$ cat config.mk
export PLATFORM = sky130hd
export DESIGN_NAME = direction_ctrl_flat
export DESIGN_NICKNAME = d
export VERILOG_FILES = /design/src/rtl/direction_if.sv /design/src/rtl/direction_ctrl.sv /design/src/flat_wrapper.sv
export SDC_FILE = /design/constraint.sdc
export NUM_CORES = 1
export LEC_CHECK = 0
export ABC_AREA = 1
export ABC_CLOCK_PERIOD_IN_PS = 4000
export CAP_MARGIN = 10
export CORE_MARGIN = 2
export CORE_UTILIZATION = 48
export DETAILED_ROUTE_END_ITERATION = 7
export PLACE_DENSITY_LB_ADDON = 0.12
export REMOVE_ABC_BUFFERS = 1
export SLEW_MARGIN = 25
export SYNTH_ARGS = -nofsm -noshare
export SYNTH_HDL_FRONTEND = slang
export SYNTH_SLANG_ARGS = --single-unit
export TNS_END_PERCENT = 100
$ cat constraint.sdc
create_clock -name clk -period 4 [get_ports clk]
set_input_delay 1.2 -clock clk [delete_from_list [all_inputs] [get_ports clk]]
set_output_delay 1.2 -clock clk [all_outputs]
set_load 0.005 [all_outputs]
$ cat src/rtl/direction_if.sv
// Button, game-step and direction signals between the board/game-state side
// and direction_ctrl. The master drives buttons and step pulses.
interface direction_if;
    logic       btn_left;
    logic       btn_right;
    logic       btn_up;
    logic       btn_down;
    logic       tick;
    logic       g_over;
    logic [3:0] direction;
    logic       turn_pending;
    logic       dropped;

    modport master (
        output btn_left, btn_right, btn_up, btn_down, tick, g_over,
        input  direction, turn_pending, dropped
    );

    modport slave (
        input  btn_left, btn_right, btn_up, btn_down, tick, g_over,
        output direction, turn_pending, dropped
    );
endinterface

$ cat src/rtl/direction_ctrl.sv
// Debounces four push-buttons and turns presses into a one-hot snake direction,
// buffering up to two pending turns and applying one per game tick.
module direction_ctrl #(
    parameter int DEBOUNCE_CYCLES = 500000,
    parameter int DB_W            = 20
) (
    input  logic       clk,
    input  logic       rst,
    direction_if.slave bus
);
    // Bit order everywhere: {left, right, up, down}
    logic [3:0] btn_raw;
    assign btn_raw = {bus.btn_left, bus.btn_right, bus.btn_up, bus.btn_down};

    logic [3:0]      sync1_q, sync1_d, sync2_q, sync2_d;
    logic [3:0]      db_q, db_d, db_prev_q, db_prev_d;
    logic [3:0]      arm_q, arm_d;
    logic [1:0]      warm_q, warm_d;
    logic [DB_W-1:0] cnt_q [4];
    logic [DB_W-1:0] cnt_d [4];
    logic [3:0]      que_q [2];
    logic [3:0]      que_d [2];
    logic [1:0]      count_q, count_d;
    logic [3:0]      dir_q, dir_d;
    logic            pend_q, pend_d, drop_q, drop_d;

    logic [3:0] rise, win, losers, ref_dir, opp_dir;
    logic       reject, accept, pop, push;

    // A button only produces presses after it has been seen released since
    // reset, so buttons held through reset do not generate a turn.
    always_comb begin
        // NOTE: every _d signal gets a default before any branch so no latch is inferred.
        sync1_d   = btn_raw;
        sync2_d   = sync1_q;
        db_d      = db_q;
        db_prev_d = db_q;
        arm_d     = arm_q;
        warm_d    = {warm_q[0], 1'b1};
        for (int i = 0; i < 4; i++) begin
            cnt_d[i] = '0;
            if (sync2_q[i] != db_q[i]) begin
                if (cnt_q[i] == DB_W'(DEBOUNCE_CYCLES)) begin
                    db_d[i] = sync2_q[i];
                end else begin
                    cnt_d[i] = cnt_q[i] + DB_W'(1);
                end
            end
            if (warm_q[1] && !sync2_q[i]) begin
                arm_d[i] = 1'b1;
            end
        end
    end

    always_comb begin
        rise = db_q & ~db_prev_q & arm_q;
        win  = 4'b0000;
        if (rise[3])      win = 4'b1000;
        else if (rise[2]) win = 4'b0100;
        else if (rise[1]) win = 4'b0010;
        else if (rise[0]) win = 4'b0001;
        losers = rise & ~win;

        // Reference is sampled before any same-cycle pop.
        ref_dir = dir_q;
        if (count_q == 2'd2)      ref_dir = que_q[1];
        else if (count_q == 2'd1) ref_dir = que_q[0];
        opp_dir = {ref_dir[2], ref_dir[3], ref_dir[0], ref_dir[1]};

        reject = (win != 4'b0000) && (ref_dir != 4'b0000) &&
                 ((win == ref_dir) || (win == opp_dir));
        accept = (win != 4'b0000) && !reject;
        pop    = bus.tick && (count_q != 2'd0) && !bus.g_over;
        push   = accept && ((count_q != 2'd2) || pop) && !bus.g_over;

        dir_d   = dir_q;
        que_d   = que_q;
        count_d = count_q;
        drop_d  = 1'b0;
        if (bus.g_over) begin
            count_d = 2'd0;
        end else begin
            drop_d = (losers != 4'b0000) || ((win != 4'b0000) && !push);
            if (pop) begin
                dir_d    = que_q[0];
                que_d[0] = que_q[1];
                count_d  = count_q - 2'd1;
            end
            if (push) begin
                que_d[count_d[0]] = win;
                count_d           = count_d + 2'd1;
            end
        end
        pend_d = (count_d != 2'd0);
    end

    always_ff @(posedge clk) begin
        if (rst) begin
            sync1_q   <= '0;
            sync2_q   <= '0;
            db_q      <= '0;
            db_prev_q <= '0;
            arm_q     <= '0;
            warm_q    <= '0;
            // NOTE: the two queue slots are cleared too; they are plain flops, not a RAM.
            for (int i = 0; i < 4; i++) cnt_q[i] <= '0;
            for (int i = 0; i < 2; i++) que_q[i] <= '0;
            count_q   <= '0;
            dir_q     <= '0;
            pend_q    <= 1'b0;
            drop_q    <= 1'b0;
        end else begin
            sync1_q   <= sync1_d;
            sync2_q   <= sync2_d;
            db_q      <= db_d;
            db_prev_q <= db_prev_d;
            arm_q     <= arm_d;
            warm_q    <= warm_d;
            for (int i = 0; i < 4; i++) cnt_q[i] <= cnt_d[i];
            for (int i = 0; i < 2; i++) que_q[i] <= que_d[i];
            count_q   <= count_d;
            dir_q     <= dir_d;
            pend_q    <= pend_d;
            drop_q    <= drop_d;
        end
    end

    assign bus.direction    = dir_q;
    assign bus.turn_pending = pend_q;
    assign bus.dropped      = drop_q;
endmodule
$ cat src/flat_wrapper.sv
// flat-port wrapper written by rule: the top's interface ports become plain ports
module direction_ctrl_flat 
#(
    parameter int DEBOUNCE_CYCLES = 500000,
    parameter int DB_W            = 20
)
  (clk, rst, bus_btn_left, bus_btn_right, bus_btn_up, bus_btn_down, bus_tick, bus_g_over, bus_direction, bus_turn_pending, bus_dropped);
  direction_if bus_i ();
  input  logic clk;
  input  logic rst;
  input wire logic [$bits(bus_i.btn_left)-1:0] bus_btn_left;
  input wire logic [$bits(bus_i.btn_right)-1:0] bus_btn_right;
  input wire logic [$bits(bus_i.btn_up)-1:0] bus_btn_up;
  input wire logic [$bits(bus_i.btn_down)-1:0] bus_btn_down;
  input wire logic [$bits(bus_i.tick)-1:0] bus_tick;
  input wire logic [$bits(bus_i.g_over)-1:0] bus_g_over;
  output wire logic [$bits(bus_i.direction)-1:0] bus_direction;
  output wire logic [$bits(bus_i.turn_pending)-1:0] bus_turn_pending;
  output wire logic [$bits(bus_i.dropped)-1:0] bus_dropped;
  assign bus_i.btn_left = bus_btn_left;
  assign bus_i.btn_right = bus_btn_right;
  assign bus_i.btn_up = bus_btn_up;
  assign bus_i.btn_down = bus_btn_down;
  assign bus_i.tick = bus_tick;
  assign bus_i.g_over = bus_g_over;
  assign bus_direction = bus_i.direction;
  assign bus_turn_pending = bus_i.turn_pending;
  assign bus_dropped = bus_i.dropped;
  direction_ctrl #(.DEBOUNCE_CYCLES(DEBOUNCE_CYCLES), .DB_W(DB_W)) u_core (.clk(clk), .rst(rst), .bus(bus_i));
endmodule
; Word-level counts from Yosys, hierarchy flattened
; Memory sizes are Yosys's and may differ from the RTL's.
; Index checks and enable logic that the tools add are counted.
[word_totals]
register_bits = 38
ram_bits = 80
input_bits = 8
out_inout_bits = 6
elab_cells = 119
memories = 1
[memory_table]
columns = memory, words, word_bits, rd, rd_ports_with_merged_regs, write_ports, line_no
row1 = u_core.cnt_q, 4, 20, 4, 0, 4, direction_ctrl.sv:19  ; logic [DB_W-1:0] cnt_q [4];
[classes]
n_addsub = 6
order_cmp = 2
eq_ne = 13
mux = 32
n_bitwise = 11
reduce_logical = 35
[ops]
columns = op, n
row1 = 20-bit two-way mux, 12
row2 = "20-bit by 1-bit adder with 20-bit output, second input constant", 4
row3 = "20-bit by 19-bit equality test with 1-bit output, second input constant", 4
row4 = 4-bit two-way mux, 8
row5 = 1-bit logical AND, 13
row6 = 4-bit AND, 3
row7 = 2-bit AND reduction, 6
row8 = 4-bit nonzero test, 3
row9 = 8-bit bitwise mux, 1
row10 = 4-bit equality test, 2
row11 = 2-bit two-way mux, 4
row12 = 8-bit two-way mux, 1
row13 = 4-bit NOT, 2
row14 = 1-bit zero test, 7
row15 = 1-bit two-way mux, 5
row16 = 4-bit demux with 1-bit select, 1
row17 = 1-bit != test, 4
row18 = 1-bit bitwise OR, 4
row19 = 2-bit nonzero test, 2
row20 = 1-bit logical OR, 3
row21 = "2-bit by 1-bit adder with 2-bit output, second input constant", 1
row22 = "2-bit by 1-bit equality test with 1-bit output, second input constant", 1
row23 = "2-bit equality test, second input constant", 1
row24 = "2-bit greater-or-equal comparator, second input constant", 1
row25 = 6 further kinds, 6

; Depth between registers and ports, before layout
; Gate-level depths: netlist of the first run.
[depth]
ltp_word = 17
mapped_depth = 17
ltp_nobuf = 17

; Worst setup path after synthesis of the first run
; OpenSTA, ideal clock, no wires.
[synth_timing]
path_kind = input port to flip-flop
start = input bus_g_over
end = register u_core.que_q[6] (netlist bit)
setup_time_ps = 71
arrival_ps = 2256
required_ps = 3929
setup_slack_ps = 1673
path_stages = 9
path_buffers = 2
cell_sequence = inv_1 -> nand3b_1 -> buf_2 -> buf_2 -> o21ai_0 -> nand2_1 -> o21ai_0 -> nand3_1 -> a21oi_1
[synth_between]
elab_chain_cells = 11
word_cells_on_any_way = 17
cone_classes = order compare (2) / mux (8) / bitwise (1) / reduce/logical (6)
[synth_rtl]
columns = item, line_no
row1 = start: declaration, flat_wrapper.sv:16  ; input wire logic [$bits(bus_i.g_over)-1:0] bus_g_over;
row2 = 1-bit zero test, "direction_ctrl.sv:73, direction_ctrl.sv:74"
row3 = 1-bit logical AND, direction_ctrl.sv:73  ; pop = bus.tick && (count_q != 2'd0) && !bus.g_over;
row4 = 2-bit two-way mux, direction_ctrl.sv:84  ; if (pop) begin
row5 = 2-bit two-way mux, direction_ctrl.sv:80  ; if (bus.g_over) begin
row6 = 1-bit NOT with 2-bit output (not written as such), direction_ctrl.sv:90  ; que_d[count_d[0]] = win;
row7 = 2-bit greater-or-equal comparator (not written as such) / 2-bit by 1-bit less-than comparator with 1-bit output (equally long branches), direction_ctrl.sv:90
row8 = 1-bit logical AND (not written as such), direction_ctrl.sv:90
row9 = 4-bit two-way mux (not written as such), direction_ctrl.sv:90
row10 = 4-bit demux with 1-bit select, direction_ctrl.sv:90
row11 = 8-bit bitwise mux, direction_ctrl.sv:90
row12 = 8-bit two-way mux, direction_ctrl.sv:89  ; if (push) begin
row13 = end: declaration, direction_ctrl.sv:21  ; logic [3:0] que_q [2];
; Parallel ways exist; a longest one is shown, timed or not. The select of a mux whose other input is x is not followed.
; A chain may end at the register's enable or synchronous reset.

; Worst setup path in the final report of the first run
[layout_timing]
start = input bus_g_over
end = register u_core.que_q[4] (netlist bit)
; The elaborated chain is that of the path after synthesis.

==> flow_summary.json, run 1 <==
{
  "number_of_iterations_in_the_first_detailed_routing_pass": 4,
  "p_leak_nw": 2.33,
  "max-vdd-ir-drop_v": 0.000226,
  "power-per-cell-area_nw_per_um2": 409,
  "synth.cell_area_um2": 5810,
  "cts_setup_buffers": 0,
  "design.core.area_um2": 11900,
  "global_route.overflow_total": 0,
  "worstHoldPathCells": 2,
  "placement.io_buffers": 13,
  "synth-main-ff-cell": "dfxtp_1",
  "ranking_of_synthesized_cells_by_area": "dfxtp_1 (41%), nand2_1 (11%), nor2_1 (7.5%)",
  "route.detailed.wl_per_inst_um": 11.6,
  "switchingPower_mw": 0.561,
  "drt.antenna.violating_nets": 0,
  "reg2regPathDepth": 14,
  "crit_start": "bus_g_over",
  "timing.final.hold_violations": 0,
  "netlist-cell-type-count": 42,
  "routed_via_density": 4.97,
  "drt-total-wl_um": 11500,
  "replace_congestion": 0.858,
  "run_status": "finished clean",
  "worst-slew-pin-transition_ps": 847,
  "final_layout_size_suffix_gt1_share_pct": 11.0,
  "r2r_setup_slack_ps": 1870,
  "post_synth_top_area_cell": "dfxtp_1",
  "clk-insertion-delay-late_ps": 410,
  "largest_driver_fanout_on_the_critical_path": 20,
  "flow.area_growth_from_synthesis_pct": 15.1,
  "worst-path-buf-inv": 4,
  "setup-tns-final_ps": 0,
  "timing.critical_path.to": "u_core.que_q[4]",
  "finalNetCount": 854,
  "report.final.slew_viol_count": 0,
  "die_area_um2": 13000,
  "slew_headroom_pct": 43.3,
  "sequence_of_cells_on_the_critical_path": "clkdlybuf4s50_1 -> inv_1 -> nand3b_1 -> buf_4 -> xor2_2 -> clkinv_1 -> o21ai_0 -> nand3_1 -> a21oi_1",
  "drt_first_iter_violations": 241,
  "hold_ws_ps": 402,
  "postSynthRegisterBits": 118,
  "drv_cap": 0,
  "tritoncts_clock_tree": "built",
  "rows": 40,
  "cts.repair.resized": 0,
  "die_width_um": 114,
  "syn-mean-instance-area_um2": 7.17,
  "postSynthCellCount": 810,
  "fin_area_um2": 6690,
  "holdCritPathClass": "reg -> reg",
  "rr_endpoint": "u_core.bus.turn_pending",
  "internal_power_mw": 2.17,
  "grt_pass1_vias": 4491,
  "post-route-min-period_ps": 2710,
  "dp_hpwl_um": 8530,
  "ys_async_sr_fraction_pct": 0,
  "critPathArrivalTime_ps": 3040,
  "regToRegStartpoint": "u_core.count_q[0]",
  "p_seq_share_pct": 43.6,
  "htree_num_levels": 4,
  "skew_ps": 5.30,
  "cts.reportedPaths.clkPinSlew_ps": 50,
  "cts-buffers-inserted": 17,
  "post_route_core_utilization_pct": 56.1,
  "post_cts_hold_buffer_count": 0,
  "fmaxAchievable_ghz": 0.369,
  "final_min_period_over_clock_period_pct": 67.7,
  "timing_worst_setup_path_type": "in -> reg",
  "layout_setup_ws_ps": 1290,
  "floorplan.initialDensity_pct": 48.8,
  "critPathRequiredTime_ps": 4330,
  "cts.sinks": 118,
  "rsz0062_at_grt": "false",
  "timing.critical_path.from_type": "input port",
  "worstSetupPathDepth": 9,
  "synth-seq-area-share_pct": 40.7,
  "drc_errors": 0,
  "share_comb_of_total_power_pct": 1.5,
  "placed_instance_area_um2": 6100,
  "worst_setup_path_end_kind": "register",
  "pre_cts_ws_ps": 894,
  "yosysWarningCount": 0,
  "floorplan_die_height_um": 114,
  "n_antenna_cell": 0,
  "synthDominantCellAreaShare_pct": 40.7,
  "clock_power_share_pct": 55.0,
  "cts-root-buf": "clkbuf_16",
  "cp_delay_by_family_top": "buffers and inverters",
  "mostFrequentLayoutCell": "nand2_1",
  "antenna_violations_before_repair": 0,
  "top_level_ports": 14,
  "synth-edff-count": 0,
  "critical_path.slowest_cell": "clkdlybuf4s50_1",
  "cts.path.max_buffers": 2,
  "layout.cells.most_common_list": "nand2_1 (169), dfxtp_1 (118), nor2_1 (116)",
  "wire_length_of_the_first_global_routing_pass_um": 19500,
  "via_count": 4947,
  "power_switching_share_pct": 20.5,
  "pin_count_of_the_biggest_net_entering_global_routing": 30,
  "grt_use_total_pct": 18.5,
  "finalSetupViolCount": 0,
  "crit_path_largest_cell_delay_ps": 470
}
per-layer routing:
layer,GRT usage (%),vias to the layer above,part of all wire (%)
li1,-,2638,-
met2,29.9,74,47
met5,0,-,0
met1,23.3,2225,49
met4,9.02,0,1.1
met3,4.36,10,2.9
cell type report:
type / instances / area, µm²
clock buffer: 18 / 429
clock inverter: 14 / 160
fill: 1150 / 5220
inverter: 120 / 450
multi-input combinational: 562 / 2950
sequential: 118 / 2360
tap: 147 / 184
timing repair buffer: 16 / 153
power groups by stage:
stage | clock network (mW) | registers [mW] | logic (mW)
final | 1.50 | 1.19 | 0.0397
after detailed placement | 0 | 1.22 | 0.0401
after global routing | 1.59 | 1.19 | 0.0448
after floorplan | 0 | 1.21 | 0.0206
after CTS | 1.54 | 1.19 | 0.0402
after global placement | 0 | 1.22 | 0.0392
Yosys cell counts (all sizes together) (8+ instances only):
| library cell | number |
|---|---|
| ha | 11 |
| a21oi | 45 |
| inv | 118 |
| xnor2 | 8 |
| nor2 | 135 |
| nor3 | 38 |
| nand2 | 178 |
| nand4 | 16 |
| nand3 | 49 |
| buf | 9 |
| o21ai | 29 |
| dfxtp | 118 |
| nor3b | 13 |
| xor2 | 15 |
| nor4 | 12 |
registers in the layout, indices dropped and copies added (netlist names), named ones only:
signal,flops
u_core.arm_q,4
u_core.que_q,4
u_core.count_q,2
u_core.db_prev_d,4
u_core.db_prev_q,4
u_core.bus.dropped,1
u_core.sync1_q,4
u_core.bus.turn_pending,1
u_core.cnt_q,80
u_core.sync2_q,4
u_core.warm_q,2
u_core.bus.direction,4
metrics by stage:
step / power, mW / std cells
finish: 2.73 / 995
global route: 2.82 / 995
CTS: 2.78 / 995
detailed placement: 1.26 / 963
global placement: 1.25 / 963
floorplan: 1.24 / 800
cells by family (layout without fill, tap and decap cells):
family                     after synthesis  in the layout  synth area share (%)
and+or+nand+nor                        445            445                  36.9
DFF                                    118            118                  40.7
buffers and inverters                  130            168                  8.55
adders and majority gates               11             11                  2.37
xor gates and xnor gates                23             23                  3.60
AOI/OAI and AO/OA                       83             83                  7.86
worst reg2reg max path: stages, from the launching register on:
cell,delay [ps]
dfxtp_1,400
inv_1,90
ha_1,310
inv_2,190
nand3_2,140
nand2_1,130
nand2_1,60
nand2_1,60
nor2_1,50
nand2_1,80
nand2_2,60
nand2_4,130
nand3_4,130
nand3_1,140
nand2_1,60
worst min path at each step:
| stage | end | start |
|---|---|---|
| floorplan | u_core.sync2_q[0] | u_core.sync1_q[0] |
| global placement | u_core.sync2_q[1] | u_core.sync1_q[1] |
| detailed placement | u_core.sync2_q[0] | u_core.sync1_q[0] |
| CTS | u_core.sync2_q[0] | u_core.sync1_q[0] |
| global route | u_core.sync2_q[3] | u_core.sync1_q[3] |
| finish | u_core.sync2_q[0] | u_core.sync1_q[0] |
Power figures use the tool's default switching activity.
==> inputs of run 2 (changes only) <==
Settings changed: ABC_CLOCK_PERIOD_IN_PS 4000 to 2810.
Clock period 4 ns to 2.81 ns, I/O delays scaled along.
==> run 2 against run 1 <==
Compared with the run above: worst setup slack got worse by 790 ps; critical path depth down 1; global-route usage grew 0.74 points; sequential share of layout area fell by 0.72 points; final cell count is 0.10% higher; core utilization is 1.2 points higher; register-to-register slack worse by 1200 ps; clock power increased by 71%; combinational power is 51% higher; non-clock buffer count increased by 3; critical path type unchanged; critical endpoint is now u_core.que_q[5].
==> flow_summary.json, run 2 (same netlist as run 1, synthesis figures left out) <==
{
  "run_status": "finished clean",
  "rows": 40,
  "post_cts_hold_buffer_count": 0,
  "rsz0062_at_grt": "false",
  "power-per-cell-area_nw_per_um2": 632,
  "holdCritPathClass": "reg -> reg",
  "post-route-min-period_ps": 2310,
  "clk-insertion-delay-late_ps": 410,
  "grt_use_total_pct": 19.2,
  "drt_first_iter_violations": 310,
  "report.final.slew_viol_count": 0,
  "drc_errors": 0,
  "die_area_um2": 13000,
  "mostFrequentLayoutCell": "nand2_1",
  "antenna_violations_before_repair": 0,
  "design.core.area_um2": 11900,
  "cts-buffers-inserted": 17,
  "n_antenna_cell": 0,
  "post_route_core_utilization_pct": 57.3,
  "timing_worst_setup_path_type": "in -> reg",
  "timing.final.hold_violations": 0,
  "crit_path_largest_cell_delay_ps": 480,
  "layout.cells.most_common_list": "nand2_1 (169), dfxtp_1 (118), nor2_1 (116)",
  "drv_cap": 0,
  "setup-tns-final_ps": 0,
  "p_leak_nw": 2.40,
  "skew_ps": 6.94,
  "htree_num_levels": 4,
  "finalSetupViolCount": 0,
  "worst-slew-pin-transition_ps": 851,
  "cts_setup_buffers": 0,
  "slew_headroom_pct": 43.1,
  "sequence_of_cells_on_the_critical_path": "clkdlybuf4s50_1 -> inv_1 -> nand3b_1 -> xor2_2 -> clkinv_1 -> o21ai_0 -> nand3_1 -> a21oi_1",
  "pin_count_of_the_biggest_net_entering_global_routing": 31,
  "top_level_ports": 14,
  "dp_hpwl_um": 8300,
  "global_route.overflow_total": 0,
  "floorplan_die_height_um": 114,
  "cts.sinks": 118,
  "post-place-cells": 966,
  "cts.path.max_buffers": 2,
  "via_count": 4994,
  "timing.critical_path.from_type": "input port",
  "largest_driver_fanout_on_the_critical_path": 10,
  "tritoncts_clock_tree": "built",
  "critical_path.slowest_cell": "clkdlybuf4s50_1",
  "final_min_period_over_clock_period_pct": 82.1,
  "fin_cells": 996,
  "drt-total-wl_um": 11700,
  "replace_congestion": 0.823,
  "finalNetCount": 857,
  "critPathArrivalTime_ps": 2650,
  "cts.repair.resized": 0,
  "die_width_um": 114,
  "placement.io_buffers": 13,
  "grt_pass1_vias": 4748,
  "number_of_flip_flops_under_the_largest_register_name": 80,
  "number_of_iterations_in_the_first_detailed_routing_pass": 5,
  "cts.reportedPaths.clkPinSlew_ps": 50,
  "critPathRequiredTime_ps": 3150,
  "floorplan.initialDensity_pct": 48.8,
  "largest_register": "u_core.cnt_q",
  "flow.area_growth_from_synthesis_pct": 17.5,
  "hold_ws_ps": 400,
  "final_layout_size_suffix_gt1_share_pct": 11.0,
  "max-vdd-ir-drop_v": 0.000816,
  "drt.antenna.violating_nets": 0,
  "cts-root-buf": "clkbuf_16",
  "routed_via_density": 5.01,
  "worst_setup_path_end_kind": "register",
  "wire_length_of_the_first_global_routing_pass_um": 20200,
  "route.detailed.wl_per_inst_um": 11.7,
  "fmaxAchievable_ghz": 0.433
}
## run 2: cell count changes in the layout (fill, tap and decap cells not counted)
cell        change
buf_12          +1
buf_4           +2
bufinv_16       +4
clkbuf_1        +1
clkbuf_8        +3
clkinv_2        -6
clkinv_4        -1
clkinvlp_4      -3
## run 2: final timing paths
path | slack [ps] | depth (start not counted) | end | startpoint
max | 500 | 8 | u_core.que_q[5] | bus_g_over
max reg2reg | 700 | 14 | u_core.bus.turn_pending | u_core.count_q[0]
min reg2reg | 400 | 2 | u_core.sync2_q[2] | u_core.sync1_q[2]
min | 400 | 2 | u_core.sync2_q[2] | u_core.sync1_q[2]
## run 2: final cells by class
class | count | area [µm²]
tap | 147 | 184
fill | 1069 | 5080
timing repair buffer | 19 | 188
multi-input combinational | 562 | 2950
clock buffer | 22 | 474
sequential | 118 | 2360
inverter | 120 | 450
clock inverter | 8 | 219
## run 2: layer usage
layer,vias to the layer above,GRT usage (%),part of all wire (%)
li1,2649,-,-
met1,2259,23.3,48
met4,0,6.91,1.3
met5,-,0,0
met2,71,32.2,47
met3,15,6.11,3.1
## run 2: report_power, final
part	internal, mW	total (mW)	switching [mW]
registers	1.69	1.70	0.00842
clock network	1.82	2.56	0.741
logic	0.0243	0.0598	0.0355
## run 2: metrics by stage
step | setup WS, ps | area, µm² | total power, mW
finish | 503 | 6830 | 4.31
global route | 395 | 6830 | 4.45
CTS | 512 | 6830 | 4.36
detailed placement | 164 | 6130 | 1.79
global placement | 248 | 6130 | 1.79
floorplan | 476 | 5760 | 1.76
## run 2: worst max-delay path: cells and delay by family
| family | cells | cell delay (ps) |
|---|---|---|
| AOI/OAI and AO/OA | 2 | 430 |
| buffers and inverters | 3 | 830 |
| xor gates and xnor gates | 1 | 220 |
| and+or+nand+nor | 2 | 310 |
